<file path="config.mk">
export PLATFORM = sky130hd
export DESIGN_NAME = ttt_game_sequencer
export DESIGN_NICKNAME = d
export VERILOG_FILES = /design/src/rtl/ttt_game_sequencer.sv
export SDC_FILE = /design/constraint.sdc
export NUM_CORES = 1
export LEC_CHECK = 0
export CAP_MARGIN = 10
export CELL_PAD_IN_SITES_DETAIL_PLACEMENT = 1
export CELL_PAD_IN_SITES_GLOBAL_PLACEMENT = 2
export CORE_MARGIN = 8
export CORE_UTILIZATION = 33
export CTS_CLUSTER_DIAMETER = 30
export DETAILED_ROUTE_END_ITERATION = 6
export PLACE_DENSITY_LB_ADDON = 0.12
export SLEW_MARGIN = 20
export SYNTH_ARGS = -nofsm -noshare
export SYNTH_HDL_FRONTEND = slang
export SYNTH_SLANG_ARGS = --single-unit
</file>
<file path="constraint.sdc">
create_clock -name clk -period 4.15 [get_ports clk]
set_clock_uncertainty 0.2 [all_clocks]
set_input_delay 0.83 -clock clk [delete_from_list [all_inputs] [get_ports clk]]
set_output_delay 0.83 -clock clk [all_outputs]
set_load 0.02 [all_outputs]
</file>
<file path="src/rtl/ttt_game_sequencer.sv">
// Tic-tac-toe move sequencer: accepts placements, scans the eight lines one per
// cycle after each move, and reports the winner, a draw, or the next player's turn.
module ttt_game_sequencer (
    input  logic        clk,
    input  logic        rst,
    input  logic [3:0]  square,
    input  logic        place,
    input  logic        new_game,
    output logic [17:0] board,
    output logic        turn,
    output logic        busy,
    output logic        game_over,
    output logic [1:0]  winner,
    output logic [2:0]  win_line,
    output logic [3:0]  move_count,
    output logic        place_ack,
    output logic        place_err
);

    typedef enum logic [1:0] {PLAY, CHECK, OVER} state_t;

    state_t      state_q, state_d;
    logic [17:0] board_q, board_d;
    logic        turn_q, turn_d;
    logic [3:0]  mc_q, mc_d;
    logic [1:0]  winner_q, winner_d;
    logic [2:0]  win_line_q, win_line_d;
    logic [2:0]  line_q, line_d;
    logic        ack_q, ack_d;
    logic        err_q, err_d;
    logic        busy_q, busy_d;
    logic        over_q, over_d;
    logic        place_q;

    logic        place_edge;
    logic [1:0]  mover;

    function automatic logic [1:0] cell_at(input logic [17:0] b, input logic [3:0] idx);
        logic [1:0] c;
        c = 2'b00;
        for (int k = 0; k < 9; k++) begin
            if (idx == 4'(k)) c = b[2*k +: 2];
        end
        return c;
    endfunction

    // Three cell indices of a line, packed {first, second, third}.
    function automatic logic [11:0] line_cells(input logic [2:0] li);
        logic [11:0] r;
        case (li)
            3'd0:    r = {4'd0, 4'd1, 4'd2};
            3'd1:    r = {4'd3, 4'd4, 4'd5};
            3'd2:    r = {4'd6, 4'd7, 4'd8};
            3'd3:    r = {4'd0, 4'd3, 4'd6};
            3'd4:    r = {4'd1, 4'd4, 4'd7};
            3'd5:    r = {4'd2, 4'd5, 4'd8};
            3'd6:    r = {4'd0, 4'd4, 4'd8};
            default: r = {4'd2, 4'd4, 4'd6};
        endcase
        return r;
    endfunction

    function automatic logic line_won(input logic [17:0] b, input logic [2:0] li,
                                      input logic [1:0] code);
        logic [11:0] c;
        c = line_cells(li);
        return (cell_at(b, c[11:8]) == code) && (cell_at(b, c[7:4]) == code) &&
               (cell_at(b, c[3:0]) == code);
    endfunction

    assign place_edge = place & ~place_q;
    assign mover      = turn_q ? 2'b10 : 2'b01;

    always_comb begin
        state_d    = state_q;
        board_d    = board_q;
        turn_d     = turn_q;
        mc_d       = mc_q;
        winner_d   = winner_q;
        win_line_d = win_line_q;
        line_d     = line_q;
        ack_d      = 1'b0;
        err_d      = 1'b0;

        if (new_game) begin
            state_d    = PLAY;
            board_d    = '0;
            turn_d     = 1'b0;
            mc_d       = '0;
            winner_d   = 2'b00;
            win_line_d = '0;
            line_d     = '0;
        end else begin
            case (state_q)
                PLAY: begin
                    if (place_edge) begin
                        if (square <= 4'd8 && cell_at(board_q, square) == 2'b00) begin
                            for (int k = 0; k < 9; k++) begin
                                if (square == 4'(k)) board_d[2*k +: 2] = mover;
                            end
                            mc_d    = (mc_q == 4'd9) ? 4'd9 : mc_q + 4'd1;
                            ack_d   = 1'b1;
                            line_d  = '0;
                            state_d = CHECK;
                        end else begin
                            err_d = 1'b1;
                        end
                    end
                end
                CHECK: begin
                    // Edges arriving here are dropped: place_q still tracks place.
                    if (line_won(board_q, line_q, mover)) begin
                        winner_d   = mover;
                        win_line_d = line_q;
                        state_d    = OVER;
                    end else if (line_q == 3'd7) begin
                        if (mc_q == 4'd9) begin
                            winner_d = 2'b11;
                            state_d  = OVER;
                        end else begin
                            turn_d  = ~turn_q;
                            state_d = PLAY;
                        end
                    end else begin
                        line_d = line_q + 3'd1;
                    end
                end
                OVER: begin
                    if (place_edge) err_d = 1'b1;
                end
                default: state_d = PLAY;
            endcase
        end

        busy_d = (state_d == CHECK);
        over_d = (state_d == OVER);
    end

    // place_q resets high so a place held through reset is not seen as an edge.
    always_ff @(posedge clk or negedge rst) begin
        if (!rst) begin
            state_q    <= PLAY;
            board_q    <= '0;
            turn_q     <= 1'b0;
            mc_q       <= '0;
            winner_q   <= 2'b00;
            win_line_q <= '0;
            line_q     <= '0;
            ack_q      <= 1'b0;
            err_q      <= 1'b0;
            busy_q     <= 1'b0;
            over_q     <= 1'b0;
            place_q    <= 1'b1;
        end else begin
            state_q    <= state_d;
            board_q    <= board_d;
            turn_q     <= turn_d;
            mc_q       <= mc_d;
            winner_q   <= winner_d;
            win_line_q <= win_line_d;
            line_q     <= line_d;
            ack_q      <= ack_d;
            err_q      <= err_d;
            busy_q     <= busy_d;
            over_q     <= over_d;
            place_q    <= place;
        end
    end

    assign board      = board_q;
    assign turn       = turn_q;
    assign busy       = busy_q;
    assign game_over  = over_q;
    assign winner     = winner_q;
    assign win_line   = win_line_q;
    assign move_count = mc_q;
    assign place_ack  = ack_q;
    assign place_err  = err_q;

endmodule

</file>
==> results.toml <==
[cells_and_area]
diodes = 0
fin_nets = 364
area_growth_pct = 22.60
drive_above_1_share = 0.1006

[clock_network]
cts.sinks = 38
clockRootBuffer = "clkbuf_8"
cts_hold_buffers = 0
cts-resized-gates = 0
cts_made_buffers = 5
clock_latency_ns = 0.30
clockBufferDepth = 2
cts_tree = "built"
cts.htree.levels = 2
post_cts.repair.setup_buffers = 0
clk_pin_slew_ns = 0.08

[power]
switching_share = 0.2920
ir_drop_mv = 0.1220
power_density_mw_per_mm2 = 233.3
netSwitchingPower_w = 0.0002211
p_comb_frac = 0.151
power.total_w = 0.0007570
p_leak_nw = 1.342
p_seq_frac = 0.501
pwr-share-clk = 0.349
internal_power_w = 0.0005359

[floorplan]
coreArea_mm2 = 0.007767
start_util = 0.3407
die_h_um = 105.6
num_rows = 32
dieArea_mm2 = 0.01114
die_w_um = 105.6
ios = 40

[routing]
drt_iter0_drc = 127
num_vias = 2509
drcViolationCount = 0
wirelength_um = 8584
routedWlPerCell_um = 19.08
detail_route.first_pass.iterations = 4
vias_per_cell = 5.576
postRouteAntennaNets = 0

[logic_synthesis]
synth.most_common_cell = "nor2_1"
avgSynthCellArea_um2 = 8.564
syn_nets = 326
syn-cell-area_mm2 = 0.002646
yosys-top-cells-count = "nor2_1, dfrtp_1, a21oi_1, a31oi_1, nand2b_1"
ys_types = 56
yosysWarnings = 0
yosys.area.top_type_share = 0.3499
synth-edff-count = 0
syn_inst = 309
synth_flop_cell = "dfrtp_1"
synth-seq-cells = 38
synth_top_area_cell = "dfrtp_1"
yosysSeqAreaShare = 0.3598
netlist_top_cells_area = "dfrtp_1, nor2_1, ha_1"
synthArstFlopShare = 1.000

[worst_setup_path]
path_depth = 10
crit_slowest_cell = "or4_4"
crit_path_end_kind = "register"
path_delay_family = "simple AND/OR/NAND/NOR gates"
critical_path.cell_chain = "ha_1 -> ha_1 -> or4b_4 -> or2_1 -> a31o_1 -> a32o_2 -> or4_4 -> mux2_4 -> o211ai_4 -> mux2_4"
reg2regPathDepth = 10
worstPathArrival_ns = 3.91
start_kind = "register"
critPathMaxFanout = 8
crit_buf_inv = 0
cpPeakStageDelay_ns = 0.51
cp.required_ns = 4.13
critical_path_class = "reg2reg"

[global_routing]
grt_max_degree = 39
gr-total-overflow = 0
grt_pass1_wl_um = 14160
antenna_found_initial = 0
track_usage = 0.1571
grt_pass1_vias = 2537

[sta]
setup_violations = 0
whs_ns = 0.3461
worst_pin_slew_ns = 0.8769
fin_crit_sh = 0.9456
finalCriticalPeriod_ns = 3.924
rsz0062_at_grt = "no"
tns_ns = 0
drv_slew = 0
maxSlewHeadroom = 0.4154
finalHoldViolCount = 0
worst_slack_ns = 0.2257
fmax_ghz = 0.2548

[worst_hold_path]
hold_depth = 2
hold_path_class = "reg2reg"

[status]
status = "finished clean"

[job]
cap_violations = 0

[placed_design]
detailed_place_hpwl_um = 6501
numPortBuffers = 39
gp_congestion = 0.8112
dpl_worst_slack_ns = 0.2177
==> sequential cells by signal (all words and copies together) (netlist names), 2 cells and up <==
register	flops
move_count	4
board	18
win_line	3
state_q	2
winner	2
line_q	3
==> cells in the final DEF (no fill, tap or decap), drive strengths merged, types with 3 or more instances in the layout <==
cell            n
mux2            5
nand2b         17
a22oi           3
o21a            4
nor4            4
clkbuf          6
a31o            3
mux2i          11
and3            6
buf            11
nand2          11
a31oi          17
nor2           41
a21oi          21
nand3          11
nor2b           6
clkdlybuf4s50  38
a221oi          4
o21ai          11
inv            16
dfrtp          37
nor3           10
nand4           4
ha              9
nor3b           7
==> path summary, 6_finish.rpt <==
check | endpoint | slack [ns] | from
hold / removal | win_line[1] | 0.35 | win_line[1]
hold reg to reg | win_line[1] | 0.35 | win_line[1]
setup / recovery | line_q[0] | 0.23 | line_q[0]
max in group asynchronous | board[12] | 2.75 | rst
setup reg to reg | line_q[0] | 0.23 | line_q[0]
min in group asynchronous | board[10] | 0.45 | rst
==> power groups by stage <==
stage / registers [W] / logic, W / clock network, W
floorplan: 0.000388 / 0.0000688 / 0
global placement: 0.000386 / 0.000113 / 0
detailed placement: 0.000386 / 0.000115 / 0
CTS: 0.000379 / 0.000115 / 0.000272
global route: 0.000380 / 0.000126 / 0.000291
finish: 0.000379 / 0.000114 / 0.000264
==> routing by layer <==
metal | global-route usage | share of wire | up-vias
met4 | 0.03719 | 0.0054 | 0
met1 | 0.2218 | 0.49 | 1253
met3 | 0.02314 | 0.043 | 4
li1 | - | - | 1201
met5 | 0 | 0 | -
met2 | 0.2460 | 0.46 | 51
==> worst register-to-register path, delay by kind of cell (launching register included) <==
family,cells,cell delay (ns)
flops,1,0.45
compound gates,3,0.72
mux,2,0.66
simple gates,3,1.22
fa+ha+maj,2,0.58
==> metrics by stage <==
step | area (µm²) | utilization | std cells
after global placement | 3158 | 0.4066 | 442
after floorplan | 2646 | - | 309
after CTS | 3244 | 0.4177 | 450
after detailed placement | 3158 | 0.4066 | 442
final | 3244 | 0.4177 | 450
after global routing | 3244 | 0.4177 | 450
==> logic make-up after synthesis <==
logic type | after synthesis | share of synthesized area
simple gates | 129 | 0.2629
compound gates | 82 | 0.2128
flops | 38 | 0.3598
buf+inv | 34 | 0.05154
mux | 16 | 0.06714
fa+ha+maj | 9 | 0.04255
xor+xnor | 1 | 0.003310
==> final cells by class <==
| type | count | area (µm²) |
|---|---|---|
| clock buffer | 6 | 72.57 |
| tap | 102 | 127.6 |
| inverter | 16 | 60.06 |
| fill | 935 | 4523 |
| multi-input combinational | 237 | 1558 |
| clock inverter | 2 | 13.76 |
| timing repair buffer | 49 | 460.4 |
| sequential | 38 | 952.2 |
No activity file was read; power rests on OpenSTA's default activity.
